==> src/rtl/pipeline_stage_elastic_pkg.sv <==
// Shared pipeline definitions: stage occupancy encoding and the packed payload
// layouts of the DE, EM and MW stage registers.
package pipeline_stage_elastic_pkg;

  typedef enum logic [1:0] {
    ST_EMPTY = 2'd0,
    ST_HALF  = 2'd1,
    ST_FULL  = 2'd2
  } occ_state_e;

  // Decode -> execute payload
  localparam int DE_PC_W      = 32;
  localparam int DE_INSTR_W   = 32;
  localparam int DE_PC_OFF    = 0;
  localparam int DE_INSTR_OFF = DE_PC_OFF + DE_PC_W;
  localparam int DE_W         = DE_INSTR_OFF + DE_INSTR_W;

  // Execute -> memory payload
  localparam int EM_ALU_W     = 32;
  localparam int EM_STORE_W   = 32;
  localparam int EM_RD_W      = 5;
  localparam int EM_CTRL_W    = 4;
  localparam int EM_ALU_OFF   = 0;
  localparam int EM_STORE_OFF = EM_ALU_OFF + EM_ALU_W;
  localparam int EM_RD_OFF    = EM_STORE_OFF + EM_STORE_W;
  localparam int EM_CTRL_OFF  = EM_RD_OFF + EM_RD_W;
  localparam int EM_W         = EM_CTRL_OFF + EM_CTRL_W;

  // Memory -> writeback payload
  localparam int MW_RESULT_W   = 32;
  localparam int MW_RD_W       = 5;
  localparam int MW_WB_EN_W    = 1;
  localparam int MW_RESULT_OFF = 0;
  localparam int MW_RD_OFF     = MW_RESULT_OFF + MW_RESULT_W;
  localparam int MW_WB_EN_OFF  = MW_RD_OFF + MW_RD_W;
  localparam int MW_W          = MW_WB_EN_OFF + MW_WB_EN_W;

  function automatic logic [1:0] occ_of(input occ_state_e st);
    logic [1:0] n;
    case (st)
      ST_EMPTY: n = 2'd0;
      ST_HALF:  n = 2'd1;
      ST_FULL:  n = 2'd2;
      default:  n = 2'd0;
    endcase
    return n;
  endfunction

endpackage

==> src/rtl/pipeline_stage_elastic_entry_reg.sv <==
// One held pipeline entry: a valid bit plus payload, with load, drop and
// flush-clear controls (clear wins over load, load wins over drop).
module pipeline_entry_reg #(
  parameter int DATA_W   = 32,
  parameter int CLR_DATA = 1
) (
  input  logic              clk,
  input  logic              rst,
  input  logic              clear,
  input  logic              load,
  input  logic              drop,
  input  logic [DATA_W-1:0] d,
  output logic              valid,
  output logic [DATA_W-1:0] data
);

  logic              valid_r;
  logic [DATA_W-1:0] data_r;

  // valid bit and payload storage
  always_ff @(posedge clk or posedge rst) begin
    if (rst) begin
      valid_r <= 1'b0;
      data_r  <= {DATA_W{1'b0}};
    end else if (clear) begin
      valid_r <= 1'b0;
      if (CLR_DATA != 0) data_r <= {DATA_W{1'b0}};
    end else if (load) begin
      valid_r <= 1'b1;
      data_r  <= d;
    end else if (drop) begin
      valid_r <= 1'b0;
    end
  end

  assign valid = valid_r;
  assign data  = data_r;

endmodule

==> src/rtl/pipeline_stage_elastic.sv <==
// Elastic pipeline stage: main register drives the outputs, an optional skid
// entry absorbs one push during a stall so in_ready can be registered.
module pipeline_stage_elastic
  import pipeline_stage_elastic_pkg::*;
#(
  parameter int DATA_W   = 32,
  parameter int SKID     = 1,
  parameter int CLR_DATA = 1
) (
  input  logic              clk,
  input  logic              rst,
  input  logic              flush,
  input  logic              in_valid,
  output logic              in_ready,
  input  logic [DATA_W-1:0] in_data,
  output logic              out_valid,
  input  logic              out_ready,
  output logic [DATA_W-1:0] out_data,
  output logic [1:0]        occupancy
);

  occ_state_e        state_r, state_nxt_s;
  logic              push_s, pop_s, in_ready_s;
  logic              main_valid_s, skid_valid_s;
  logic [DATA_W-1:0] main_data_s, skid_data_s, main_d_s;
  logic              main_load_s, main_drop_s, skid_load_s, skid_drop_s;

  assign push_s = in_valid & in_ready_s;
  assign pop_s  = main_valid_s & out_ready;

  // steering between input, skid and main entries
  always_comb begin
    main_load_s = 1'b0;
    main_drop_s = 1'b0;
    skid_load_s = 1'b0;
    skid_drop_s = 1'b0;
    main_d_s    = in_data;
    if (pop_s && skid_valid_s) begin
      main_load_s = 1'b1;
      main_d_s    = skid_data_s;
      skid_drop_s = 1'b1;
      skid_load_s = push_s;
    end else if (push_s && (!main_valid_s || pop_s)) begin
      main_load_s = 1'b1;
    end else if (push_s) begin
      skid_load_s = 1'b1;
    end else if (pop_s) begin
      main_drop_s = 1'b1;
    end else begin
      main_drop_s = 1'b0;
    end
  end

  // occupancy next-state; flush overrides any same-edge push or pop
  always_comb begin
    state_nxt_s = state_r;
    if (flush) begin
      state_nxt_s = ST_EMPTY;
    end else begin
      case (state_r)
        ST_EMPTY: begin
          if (push_s) state_nxt_s = ST_HALF;
          else        state_nxt_s = ST_EMPTY;
        end
        ST_HALF: begin
          if (push_s && !pop_s)      state_nxt_s = (SKID != 0) ? ST_FULL : ST_HALF;
          else if (pop_s && !push_s) state_nxt_s = ST_EMPTY;
          else                       state_nxt_s = ST_HALF;
        end
        ST_FULL: begin
          if (pop_s) state_nxt_s = ST_HALF;
          else       state_nxt_s = ST_FULL;
        end
        default: state_nxt_s = ST_EMPTY;
      endcase
    end
  end

  // occupancy state register
  always_ff @(posedge clk or posedge rst) begin
    if (rst) state_r <= ST_EMPTY;
    else     state_r <= state_nxt_s;
  end

  pipeline_entry_reg #(.DATA_W(DATA_W), .CLR_DATA(CLR_DATA)) u_main (
    .clk   (clk),
    .rst   (rst),
    .clear (flush),
    .load  (main_load_s),
    .drop  (main_drop_s),
    .d     (main_d_s),
    .valid (main_valid_s),
    .data  (main_data_s)
  );

  generate
    if (SKID != 0) begin : g_skid
      logic in_ready_r;

      pipeline_entry_reg #(.DATA_W(DATA_W), .CLR_DATA(CLR_DATA)) u_skid (
        .clk   (clk),
        .rst   (rst),
        .clear (flush),
        .load  (skid_load_s),
        .drop  (skid_drop_s),
        .d     (in_data),
        .valid (skid_valid_s),
        .data  (skid_data_s)
      );

      // ready is low exactly when the skid entry will be occupied
      always_ff @(posedge clk or posedge rst) begin
        if (rst) in_ready_r <= 1'b1;
        else     in_ready_r <= (state_nxt_s != ST_FULL);
      end

      assign in_ready_s = in_ready_r;
    end else begin : g_noskid
      assign skid_valid_s = 1'b0;
      assign skid_data_s  = {DATA_W{1'b0}};
      assign in_ready_s   = ~main_valid_s | out_ready;
    end
  endgenerate

  assign in_ready  = in_ready_s;
  assign out_valid = main_valid_s;
  assign out_data  = main_data_s;
  assign occupancy = occ_of(state_r);

endmodule

==> config.mk <==
export PLATFORM = sky130hd
export DESIGN_NAME = pipeline_stage_elastic
export DESIGN_NICKNAME = d
export VERILOG_FILES = /design/src/rtl/pipeline_stage_elastic_pkg.sv /design/src/rtl/pipeline_stage_elastic_entry_reg.sv /design/src/rtl/pipeline_stage_elastic.sv
export SDC_FILE = /design/constraint.sdc
export NUM_CORES = 1
export LEC_CHECK = 0
export ABC_AREA = 1
export BUFFER_PORTS_ARGS = -buffer_cell sky130_fd_sc_hd__buf_2
export CORE_UTILIZATION = 55
export CTS_BUF_LIST = sky130_fd_sc_hd__clkbuf_16
export DETAILED_ROUTE_END_ITERATION = 12
export PLACE_DENSITY = 0.8
export SLEW_MARGIN = 15
export SYNTH_ARGS = -nofsm -noshare
export SYNTH_HDL_FRONTEND = slang
export SYNTH_SLANG_ARGS = --single-unit
==> constraint.sdc <==
create_clock -name clk -period 2.2 [get_ports clk]
set_clock_uncertainty 0.1 [all_clocks]
set_input_delay 0.11 -clock clk [delete_from_list [all_inputs] [get_ports clk]]
set_output_delay 0.11 -clock clk [all_outputs]
set_load 0.02 [all_outputs]
## Word level (Yosys, flattened, before mapping)

Index checks and enable logic that the tools add are counted.
W data, S select, Z words.

| word-level totals | value |
|---|---|
| register bits | 69 |
| logic and storage cells | 52 |
| input port bits | 37 |

| cells by class | value |
|---|---|
| mux-type cells | 28 |
| equality and inequality tests | 3 |
| reduce and logical (&&, ||, !) cells | 13 |
| bitwise operators | 2 |

Operators with widths:

| kind | number |
|---|---|
| $mux W32 | 5 |
| $mux W1 | 18 |
| $mux W2 | 3 |
| $pmux W2 S3 | 1 |
| $reduce_bool A3 Y1 | 2 |
| $logic_and A1 B1 Y1 | 4 |
| $pmux W2 S2 | 1 |
| $reduce_bool A2 Y1 | 2 |
| $logic_not A1 Y1 | 3 |
| $and A1 B1 Y1 | 2 |
| $eq A2 B1 Y1 const B | 1 |
| $eq A2 B2 Y1 const B | 1 |
| $logic_not A2 Y1 | 1 |
| $ne A2 B2 Y1 const B | 1 |
| $logic_or A1 B1 Y1 | 1 |

## Depth between registers and ports, before layout

| depth | value |
|---|---|
| depth in word-level cells | 8 |
| mapped depth | 8 |

## Modules after synthesis

A second synthesis with hierarchy kept.

| second synthesis, totals | value |
|---|---|
| cell total of the unflattened synthesis | 424 |
| area total of the unflattened synthesis | 3289.4 um2 |

By module, submodules not included:

| module | times used | cells each | area each (um2) |
|---|---|---|---|
| pipeline_entry_reg | 2 | 146 | 1342.5 |
| pipeline_stage_elastic | 1 | 132 | 604.3 |

## Worst setup path before layout

OpenSTA, ideal clock, no wires.

| timing path | value |
|---|---|
| path type | register -> register |
| from | register u_main.valid_r (netlist: u_main.valid) |
| to | register state_r[0] |
| arrival | 1.283 ns |
| clock period less this slack | 1.497 ns |
| buffers on the path | 1 |
| setup time | 0.115 ns |
| stages on the path, launching flop included | 9 |
| slack | 0.703 ns |
| cell sequence | dfrtp_1 -> buf_4 -> nand2_1 -> inv_1 -> ha_1 -> nand3_1 -> nand3_1 -> nand2_1 -> inv_1 |

| on the way | value |
|---|---|
| word-level cells in the longest chain between the ends | 6 |
| elaborated cells on any way between the ends | 9 |
| classes of those cells | mux: 5; bitwise: 1; reduce/logical: 3 |

Ends and longest elaborated chain:

| item | line | text |
|---|---|---|
| start: declaration | pipeline_stage_elastic_entry_reg.sv:17 | `logic valid_r;` |
| start signal: assignment | pipeline_stage_elastic_entry_reg.sv:23 | `valid_r <= 1'b0;` |
| start signal: assignment | pipeline_stage_elastic_entry_reg.sv:26 | `valid_r <= 1'b0;` |
| start signal: assignment | pipeline_stage_elastic_entry_reg.sv:29 | `valid_r <= 1'b1;` |
| $and A1 B1 Y1 (*) | pipeline_stage_elastic.sv:29 | `assign pop_s = main_valid_s & out_ready;` |
| $logic_and A1 B1 Y1 / $logic_not A1 Y1 (equally long branches) | pipeline_stage_elastic.sv:67, pipeline_stage_elastic.sv:66 |  |
| $mux W1 / $logic_and A1 B1 Y1 (equally long branches) | pipeline_stage_elastic.sv:67, pipeline_stage_elastic.sv:66 |  |
| $mux W2 | pipeline_stage_elastic.sv:66 | `if (push_s && !pop_s) state_nxt_s = (SKID != 0) ? ST_FULL : ST_HALF;` |
| $pmux W2 S3 (*) | pipeline_stage_elastic.sv:60 | `case (state_r)` |
| $mux W2 (*) | pipeline_stage_elastic.sv:57 | `if (flush) begin` |
| net state_nxt_s[0] | pipeline_stage_elastic.sv:22 | `occ_state_e state_r, state_nxt_s;` |
| end signal: assignment | pipeline_stage_elastic.sv:82 | `else state_r <= state_nxt_s;` |
| end: declaration | pipeline_stage_elastic.sv:22 |  |

The timed path passes the listed nets; every way through them passes the cells marked *.
A chain may end at the register's enable or synchronous reset.

## Final worst setup path

Ends and elaborated chain as after synthesis.

==> results.cfg <==
[grt]
grt_pass1_vias = 3148
grt-ovfl-total = 0
antenna_found_initial = 0
grt_pass1_wl_mm = 15.2
grt_usage_pct = 30.0
grt_max_degree = 70

[sta]
fin_crit_sh_pct = 79.2
fin_setup_tns_ns = 0
fmax_mhz = 574
whs_ns = 0.000374
rsz0062_at_grt = no
slew_headroom_pct = 59.0
hold_viol = 0
min_period_ns = 1.74
slew_viol_final = 0
setup_ws_ns = 0.457
setup-violations-final = 0
worst_pin_slew_ns = 0.613

[critical_path]
timing.rr.end = state_r[0]
cp_max_fo = 25
cp.required_ns = 2.32
worstSetupStartpoint = u_main.valid
critPathKind = reg -> reg
critPathArrivalTime_ns = 1.86
r2r_cells = 8
end_kind = flop
worstReg2RegStart = u_main.valid
ff2ff_setup_slack_ns = 0.46
start_kind = flop

[floorplan]
rows = 28
die_w_um = 82.5
initial_core_util_pct = 58.5
core_mm2 = 0.00610
io_pins = 73
fp.dieH_um = 82.5
die-area_mm2 = 0.00681

[final_layout]
final_common_cell = nand2_1
drive_gt1_share_pct = 20.0
final_util_pct = 73.9
fin_cells = 600
area.growth.synth_to_final_pct = 26.3
post-route-cell-area_mm2 = 0.00450
antenna-diode-count = 0
fillCellCount = 485
layout_common_cells = nand2_1, nand4_1, buf_2, dfrtp_1, nand3_1
nets = 558

[logic_synthesis]
syn_area_per_cell_um2 = 8.12
synthTopCellsByArea = dfrtp_1, nand4_1, nand2_1, nand3_1, buf_2
ys_types = 20
synthCells = 439
netlist_area_mm2 = 0.00356
ys.warnings.count = 0
syn_nets = 477
ys_seq_elements = 69
synth_top_area_cell = dfrtp_1
yosys.area.top_type_share_pct = 47.7
ys_seq_area_share_pct = 48.5

[clock_network]
cts_setup_buffers = 0
cts_root_buffer = clkbuf_16
clock-sinks = 69
cts_htree_levels = 3
clock_path_buffers = 2
cts_hold_buf = 33
cts_buffers = 9
cts_tree = built
path_clk_slew_ns = 0.05
clock_latency_ns = 0.33
cts-resized-gates = 0

[place]
dp_hpwl_mm = 5.25
gp_congestion = 0.749
io_buffers = 72
dp.cells = 551
post_dp_cell_area_mm2 = 0.00389
dp_slack_ns = 0.486

[power_and_ir_drop]
ir_worst_vdd_v = 0.000483
p_per_area_mw_per_mm2 = 738
leakage_nw = 2.51
finalPower_mw = 3.32

[hold_path]
hold_depth = 3
hold_end = g_skid.u_skid.data[19]
hp-start = in_data[19]
min_path_type = in -> reg

[drt]
drt_first_iter_violations = 448
vias = 3612
drc = 0
drt.antenna.violating_nets = 0
routedWlPerCell_um = 15.8
first_pass_iters = 7
wirelength_mm = 9.47
viasPerCell = 6.02

[run_status]
status = completed

[flow_run]
drv_cap = 0
## cell families after synthesis
| logic type | count (synthesis) | share of synthesized area [%] |
|---|---|---|
| flip-flops | 69 | 48.5 |
| AO/OA/AOI/OAI | 3 | 0.421 |
| buffers and inverters | 56 | 8.18 |
| adder cells (fa/ha/maj) | 1 | 0.351 |
| AND/OR/NAND/NOR | 310 | 42.6 |
## power breakdown
group / internal (mW) / leakage [nW] / switching, mW
combinational: 0.193 / 1.42 / 0.383
clock: 0.852 / 0.153 / 0.506
sequential: 1.35 / 0.935 / 0.0442
## critical path, stage by stage, from the launching register on
cell and delay, ns:
dfrtp_1 0.41, buf_4 0.32, nand2_1 0.16, inv_1 0.11, ha_1 0.24, nand3_1 0.09
nand3_1 0.08, nand2_1 0.07, inv_1 0.05
## cell type report
class                   count  area (um^2)  area share [%]
repair buffers            118          826            18.3
clock buffers               9          225            5.00
well taps                  75         93.8            2.08
clock inverters             7         52.6            1.17
flip-flops and latches     69         1730            38.4
inverters                   8         31.3           0.695
multi-input cells         314         1550            34.3
## registers in the layout, summed over array words and instances (netlist names)
| register | cells |
|---|---|
| g_skid.u_skid.data | 32 |
| in_ready | 1 |
| state_r | 2 |
| u_main.valid | 1 |
| g_skid.u_skid.valid | 1 |
| u_main.data | 32 |
## metal layers
layer  GRT usage (%)  vias to the layer above  part of all wire (%)
li1                -                     1707                     -
met1            40.9                     1705                    44
met2            47.9                      187                    47
met3            5.16                       13                   7.9
met4            11.4                        0                   1.5
met5               0                        -                     0
## Yosys cell counts
master	count
clkbuf_1	14
buf_4	8
nand3_4	1
inv_2	1
nand2_4	1
o21ai_0	1
a21oi_1	2
nand4_1	96
nor2_1	4
nand2_1	138
buf_2	17
buf_1	5
dfstp_2	1
dfrtp_1	68
ha_1	1
clkinv_1	1
nand2_2	4
inv_1	6
buf_6	4
nand3_1	66
## worst max-delay path by stage
stage | to | slack, ns | cells after the start
finish | state_r[0] | 0.46 | 8
global route | state_r[0] | 0.35 | 8
CTS | state_r[0] | 0.47 | 8
global placement | state_r[0] | 0.54 | 8
detailed placement | g_skid.u_skid.data[14] | 0.49 | 5
floorplan | g_skid.u_skid.data[0] | 0.25 | 1
No activity file was read; power rests on OpenSTA's default activity.
